### src/rtl/spi_transaction_sequencer.sv
// Command FIFO plus launch FSM driving a half-duplex SPI core and returning read data or a timeout.
// Latency: command accepted at edge N -> spi_start high after edge N+2; next launch GAP_CYCLES+2 edges after spi_done.
// Backpressure: cmd_ready drops when the FIFO is full; a held response (rsp_valid) blocks further launches.

module sync_fifo #(
  parameter int W     = 8,
  parameter int DEPTH = 8
) (
  input  logic         fabric_clk,
  input  logic         reset_n,
  input  logic         wr_vld,
  input  logic [W-1:0] wr_dat,
  input  logic         rd_vld,
  output logic [W-1:0] rd_dat,
  output logic         full,
  output logic         empty
);
  localparam int AW = (DEPTH > 1) ? $clog2(DEPTH) : 1;

  logic [W-1:0] mem [DEPTH];
  logic [AW:0]  wr_ptr;
  logic [AW:0]  rd_ptr;
  logic         wr_en;
  logic         rd_en;

  assign wr_en  = wr_vld && !full;
  assign rd_en  = rd_vld && !empty;
  // Extra pointer MSB distinguishes full from empty when the index bits match.
  assign empty  = (wr_ptr == rd_ptr);
  assign full   = (wr_ptr[AW] != rd_ptr[AW]) && (wr_ptr[AW-1:0] == rd_ptr[AW-1:0]);
  assign rd_dat = mem[rd_ptr[AW-1:0]];

  always_ff @(posedge fabric_clk or negedge reset_n) begin
    if (!reset_n) begin
      wr_ptr <= '0;
      rd_ptr <= '0;
    end else begin
      if (wr_en) wr_ptr <= wr_ptr + 1'b1;
      if (rd_en) rd_ptr <= rd_ptr + 1'b1;
    end
  end

  always_ff @(posedge fabric_clk) begin
    if (wr_en) mem[wr_ptr[AW-1:0]] <= wr_dat;
  end
endmodule

module spi_transaction_sequencer #(
  parameter int DATA_WIDTH            = 32,
  parameter int TRANSACTION_LEN_WIDTH = 8,
  parameter int FIFO_DEPTH            = 8,
  parameter int GAP_CYCLES            = 4,
  parameter int TIMEOUT_CYCLES        = 4096
) (
  input  logic                             fabric_clk,
  input  logic                             reset_n,
  input  logic                             cmd_valid,
  output logic                             cmd_ready,
  input  logic [TRANSACTION_LEN_WIDTH-1:0] cmd_length,
  input  logic [DATA_WIDTH-1:0]            cmd_data,
  input  logic [DATA_WIDTH-1:0]            cmd_rw_mask,
  output logic                             rsp_valid,
  input  logic                             rsp_ready,
  output logic [DATA_WIDTH-1:0]            rsp_data,
  output logic                             rsp_timeout,
  output logic [TRANSACTION_LEN_WIDTH-1:0] transaction_length,
  output logic [DATA_WIDTH-1:0]            transaction_data,
  output logic [DATA_WIDTH-1:0]            transaction_rw_mask,
  input  logic [DATA_WIDTH-1:0]            transaction_read_data,
  output logic                             spi_start,
  input  logic                             spi_done,
  output logic                             busy,
  output logic [7:0]                       err_len_count
);
  localparam int TLW  = TRANSACTION_LEN_WIDTH;
  localparam int TO_W = (TIMEOUT_CYCLES > 1) ? $clog2(TIMEOUT_CYCLES) : 1;
  localparam int GP_W = (GAP_CYCLES > 1) ? $clog2(GAP_CYCLES) : 1;
  localparam logic [TO_W-1:0] TO_LAST  = TO_W'(TIMEOUT_CYCLES - 1);
  localparam logic [GP_W-1:0] GAP_LAST = GP_W'(GAP_CYCLES - 1);
  localparam logic [TLW:0]    MAX_LEN  = (TLW + 1)'(DATA_WIDTH);

  typedef struct packed {
    logic [TLW-1:0]        len;
    logic [DATA_WIDTH-1:0] data;
    logic [DATA_WIDTH-1:0] mask;
  } cmd_t;

  typedef enum logic [1:0] {S_IDLE, S_START, S_WAIT, S_GAP} state_t;

  state_t          state;
  cmd_t            fifo_wr_dat;
  cmd_t            fifo_rd_dat;
  logic            fifo_wr_vld;
  logic            fifo_rd_vld;
  logic            fifo_full;
  logic            fifo_empty;
  logic            cmd_acc;
  logic            len_ok;
  logic [TO_W-1:0] to_cnt;
  logic [GP_W-1:0] gap_cnt;

  assign cmd_ready   = !fifo_full;
  assign cmd_acc     = cmd_valid && cmd_ready;
  assign len_ok      = (cmd_length != '0) && ({1'b0, cmd_length} <= MAX_LEN);
  // Illegal lengths still complete the handshake; they are counted, never stored.
  assign fifo_wr_vld = cmd_acc && len_ok;
  assign fifo_wr_dat = '{len: cmd_length, data: cmd_data, mask: cmd_rw_mask};
  assign fifo_rd_vld = (state == S_IDLE) && !fifo_empty && !rsp_valid;
  assign busy        = (state != S_IDLE) || !fifo_empty;

  sync_fifo #(
    .W     ($bits(cmd_t)),
    .DEPTH (FIFO_DEPTH)
  ) u_cmd_fifo (
    .fabric_clk (fabric_clk),
    .reset_n    (reset_n),
    .wr_vld     (fifo_wr_vld),
    .wr_dat     (fifo_wr_dat),
    .rd_vld     (fifo_rd_vld),
    .rd_dat     (fifo_rd_dat),
    .full       (fifo_full),
    .empty      (fifo_empty)
  );

  always_ff @(posedge fabric_clk or negedge reset_n) begin
    if (!reset_n) begin
      err_len_count <= 8'd0;
    end else if (cmd_acc && !len_ok && (err_len_count != 8'hFF)) begin
      err_len_count <= err_len_count + 8'd1;
    end
  end

  always_ff @(posedge fabric_clk or negedge reset_n) begin
    if (!reset_n) begin
      state               <= S_IDLE;
      spi_start           <= 1'b0;
      transaction_length  <= '0;
      transaction_data    <= '0;
      transaction_rw_mask <= '0;
      rsp_valid           <= 1'b0;
      rsp_data            <= '0;
      rsp_timeout         <= 1'b0;
      to_cnt              <= '0;
      gap_cnt             <= '0;
    end else begin
      spi_start <= 1'b0;
      if (rsp_valid && rsp_ready) rsp_valid <= 1'b0;

      case (state)
        S_IDLE: begin
          if (fifo_rd_vld) begin
            transaction_length  <= fifo_rd_dat.len;
            transaction_data    <= fifo_rd_dat.data;
            transaction_rw_mask <= fifo_rd_dat.mask;
            state               <= S_START;
          end
        end

        S_START: begin
          spi_start <= 1'b1;
          to_cnt    <= '0;
          state     <= S_WAIT;
        end

        S_WAIT: begin
          // A done pulse arriving on the final timeout cycle still counts as a normal completion.
          if (spi_done) begin
            rsp_data    <= transaction_read_data;
            rsp_timeout <= 1'b0;
            rsp_valid   <= 1'b1;
            gap_cnt     <= '0;
            state       <= (GAP_CYCLES == 0) ? S_IDLE : S_GAP;
          end else if ((TIMEOUT_CYCLES != 0) && (to_cnt == TO_LAST)) begin
            rsp_data    <= '0;
            rsp_timeout <= 1'b1;
            rsp_valid   <= 1'b1;
            gap_cnt     <= '0;
            state       <= (GAP_CYCLES == 0) ? S_IDLE : S_GAP;
          end else begin
            to_cnt <= to_cnt + 1'b1;
          end
        end

        S_GAP: begin
          if (gap_cnt == GAP_LAST) state <= S_IDLE;
          else gap_cnt <= gap_cnt + 1'b1;
        end

        default: state <= S_IDLE;
      endcase
    end
  end
endmodule

### config.mk
export PLATFORM = sky130hd
export DESIGN_NAME = spi_transaction_sequencer
export DESIGN_NICKNAME = d
export VERILOG_FILES = /design/src/rtl/spi_transaction_sequencer.sv
export SDC_FILE = /design/constraint.sdc
export NUM_CORES = 1
export LEC_CHECK = 0
export ABC_AREA = 1
export CAP_MARGIN = 5
export CELL_PAD_IN_SITES_DETAIL_PLACEMENT = 1
export CELL_PAD_IN_SITES_GLOBAL_PLACEMENT = 1
export CORE_ASPECT_RATIO = 0.6
export CORE_UTILIZATION = 35
export CTS_CLUSTER_DIAMETER = 200
export DETAILED_ROUTE_END_ITERATION = 8
export PLACE_DENSITY_LB_ADDON = 0.05
export SLEW_MARGIN = 30
export SYNTH_ARGS = -nofsm -noshare
export SYNTH_HDL_FRONTEND = slang
export SYNTH_SLANG_ARGS = --single-unit
### constraint.sdc
create_clock -name fabric_clk -period 9 [get_ports fabric_clk]
set_input_delay 1.35 -clock fabric_clk [delete_from_list [all_inputs] [get_ports fabric_clk]]
set_output_delay 1.35 -clock fabric_clk [all_outputs]
set_load 0.02 [all_outputs]
==> results list <==
* Slew margin rel.: 0.3573
- Wire per inst: about 21 µm
- The congestion estimate from routability-driven global placement came to 0.7447.
* Switching power: 3.849 mW
- The count of nets left with antenna violations once routing finished came out at 0.
* Leading area contributor after synthesis: edfxtp_1
- Worst-case hold slack: about 470 ps
- Post-CTS Setup Inserts: 0
* Pint: roughly 6.7 mW
- Final critical-path share of the clock period: 0.5287
- Endpoint kind of the worst setup timing path: flip-flop
* Clock tree sinks: around 700
- DR vias: 18130
- HP Class: flip-flop to flip-flop
- Violations in the final reports: design-rule violations
* First drt pass iteration count: 9
* Largest cells by area after synthesis: edfxtp_1, dfrtp_1, nand2_1
* Ys async rst share: 0.1944
- Fraction of power spent switching nets: 0.3642
* Ratio of cells with drive above 1 in the final layout: 0.06336
* Worst Setup Start Kind: input port
- Final net count: 2668
* Setup clock skew after layout: 23.12 ps
- The share of total power dissipated in the clock network is 0.270.
* Initial standard-cell utilization of the core: 0.3555
- Hold Path Stages: 2
- Placeable core area: 0.07988 mm²
- Number of buffers between clock root and the deepest sink: 3
* Final wirelength: just under 80 mm
- 226 I/O pins were placed.
* Synthesis-stage register bit count: just over 700
* Number of warning messages in the yosys log: 0
- The synthesized design contains about 580 enable-type register cells.
* Worst supply voltage drop on vdd: approximately 0.23 mV
- For the worst setup path, the data arrival time is roughly 5000 ps.
- H-tree depth reported by CTS: 3
- Largest net degree at the start of global routing: ~180
* Root buffer cell: clkbuf_16
* DRC marker count from the first detailed-route iteration: around 1100
* Clock transition at the registers of the reported paths: approximately 50 ps
* Time the final worst path needs with I/O delays and setup: 4758 ps
* # rows: 80
- Top library cells by usage in the layout, fill and taps aside: nand2_1, edfxtp_1, nor2_1
- Buffers inserted to repair hold after CTS numbered 0.
- Across every metal layer, demand over resource in global routing totals 0.1897.
- Run status: complete, but fails checks
- The first global-routing pass estimated ~120 mm of wire.
- Primary FF master, synth: edfxtp_1
* Number of global-route vias before repair: between 15000 and 20000
* PortBufs: between 200 and 250
* Worst-margin pin slew: 964.0 ps
- TritonCTS built the clock tree.
- The clock reaches the later pin of the worst-skew pair after ~640 ps.
* Area enclosed by the die boundary: about 0.08 mm²
- Data on the critical path is required at its endpoint by ~9300 ps.
* Area of the mapped netlist: 0.02840 mm²
- Area delta synth->final: 19.24%
- Max Slew Vio Count: 0
* Antenna violations before repair: 4
- Standby leakage power: between 10 and 15 nW
* Total cell area at the placement stage: around 0.032 mm²
- Horizontal extent of the die: 369.7 µm
- Maximum clock frequency: 210.2 MHz
- Summed over all layers, the global routing overflow is 0.
- Final-report hold violation count: 0
* Fraction of the yosys area taken by sequential cells: 0.7316
- Sum of net half-perimeters after detailed placement: roughly 43 mm
- Setup repair after global routing left no endpoint under its margin.
* Sequential cell fraction of total power: 0.397
* Post-CTS sizing: 0
- PD cells: between 300 and 400 mW/mm²
- Most common cell after layout, fill and taps aside: nand2_1
- Share of total power in combinational logic: 0.333
- From bottom edge to top edge, the die measures roughly 220 µm.
* Post-synth top area share: 0.6091
- A synthesized cell averages roughly 12 µm².
* Maxcap violations: 0
- CTS buffer count: about 70
- Adding up every negative setup slack in the final design gives 0 ps.
- The setup path with the least slack is of type input port to flip-flop.
- Of all nets on the critical path, the largest fanout is between 40 and 50.
- Counting every net in the synthesized netlist gives between 2000 and 2500.
* Number of instances in the synthesized netlist: 2350
- Counting cells, the worst reg-to-reg path comes to 10.
- Remaining design rule violation count: 12
* Netlist cell types: 32
- Setup violations remaining at the end of the flow were counted as 0.
- After detailed routing, the number of vias per cell comes to slightly below 5.
- Summing all non-filler instances in the final layout gives an area of roughly 0.034 mm².
-- cells by family (layout without fill, tap and decap cells) --
kind of cell | count (synthesis) | in the layout | synth area share
xor+xnor | 14 | 14 | 0.004318
other cells | 0 | 2 | 0
buf+inv | 172 | 426 | 0.03027
flops | 715 | 715 | 0.7316
compound gates | 240 | 240 | 0.04878
fa+ha+maj | 9 | 9 | 0.003966
simple gates | 1200 | 1200 | 0.1811
-- flip-flops by register name, summed over array words and instances, names as in the netlist --
register	flops
state	2
transaction_length	8
u_cmd_fifo.wr_ptr	4
rsp_valid	1
u_cmd_fifo.mem	576
err_len_count	8
u_cmd_fifo.rd_ptr	4
transaction_data	32
transaction_rw_mask	32
gap_cnt	2
to_cnt	12
rsp_timeout	1
rsp_data	32
spi_start	1
-- critical path, cell delays in order --
cell and delay [ps]:
clkdlybuf4s50_1 590, inv_1 150, nand2_1 120, or2_2 290, nand2_1 70, nand2_1 260
nor2_4 280, nand2_1 290, nor2_4 420, buf_4 440, buf_4 670
-- stage by stage --
stage               cells  setup slack (ps)  utilization  power (mW)
detailed placement   3541              3475       0.3963       7.859
CTS                  3669              4188       0.4235       10.77
global placement     3540              3573       0.3959       7.766
global route         3671              3940       0.4239       11.23
floorplan            2350              3312            -       6.439
finish               3672              4242       0.4239       10.57
-- worst paths after layout --
| kind | start | end | slack [ps] |
|---|---|---|---|
| hold reg to reg | rsp_data[22]$_DFFE_PN0P_ | rsp_data[22]$_DFFE_PN0P_ | 470 |
| hold / removal | rsp_data[22]$_DFFE_PN0P_ | rsp_data[22]$_DFFE_PN0P_ | 470 |
| min in group asynchronous | reset_n | rsp_data[4]$_DFFE_PN0P_ | 660 |
| setup reg to reg | u_cmd_fifo.rd_ptr[0]$_DFFE_PN0P_ | u_cmd_fifo.mem[0][47]$_DFFE_PP_ | 4760 |
| setup / recovery | cmd_length[7] | u_cmd_fifo.mem[0][47]$_DFFE_PP_ | 4240 |
| max in group asynchronous | reset_n | u_cmd_fifo.rd_ptr[1]$_DFFE_PN0P_ | 7000 |
-- synthesized netlist by cell type (2+ instances only) --
library cell and instances:
nand2_1 664, edfxtp_1 576, nor2_1 240, nand3_1 197, o21ai_0 162, dfrtp_1 139
o211ai_1 71, nand3b_1 66, buf_2 60, clkbuf_1 44, inv_1 34, buf_4 21
xor2_1 12, nand4_1 11, ha_1 9, nand3b_2 8, inv_2 6, o22ai_1 5
buf_6 4, nand3_2 3, nor2_2 3, nor3_1 3, a21oi_1 2, xnor2_1 2
-- power groups by stage --
stage | clock network [mW] | logic [mW] | registers, mW
3_3_place_gp | 0 | 3.51 | 4.25
2_1_floorplan | 0 | 1.99 | 4.45
3_5_place_dp | 0 | 3.59 | 4.27
5_1_grt | 3.06 | 3.93 | 4.24
6_report | 2.85 | 3.52 | 4.19
4_1_cts | 2.96 | 3.60 | 4.20
-- metal layers --
layer  vias up  wire length, µm  global-route usage
li1       8583                -                   -
met4         0             1321             0.04945
met5         -                0                   0
met2       275            34830              0.2914
met3        92             2854             0.03080
met1      9181            38130              0.2784
-- layout make-up --
type	instances	area, µm²
Fill cell	8405	46020
Sequential cell	715	20780
Multi-Input combinational cell	1463	6827
Timing Repair Buffer	257	2567
Clock buffer	103	2022
Tap cell	1066	1334
Inverter	41	165.2
Clock inverter	25	157.7
Antenna cell	2	5.005
(Power assumes the default switching activity.)
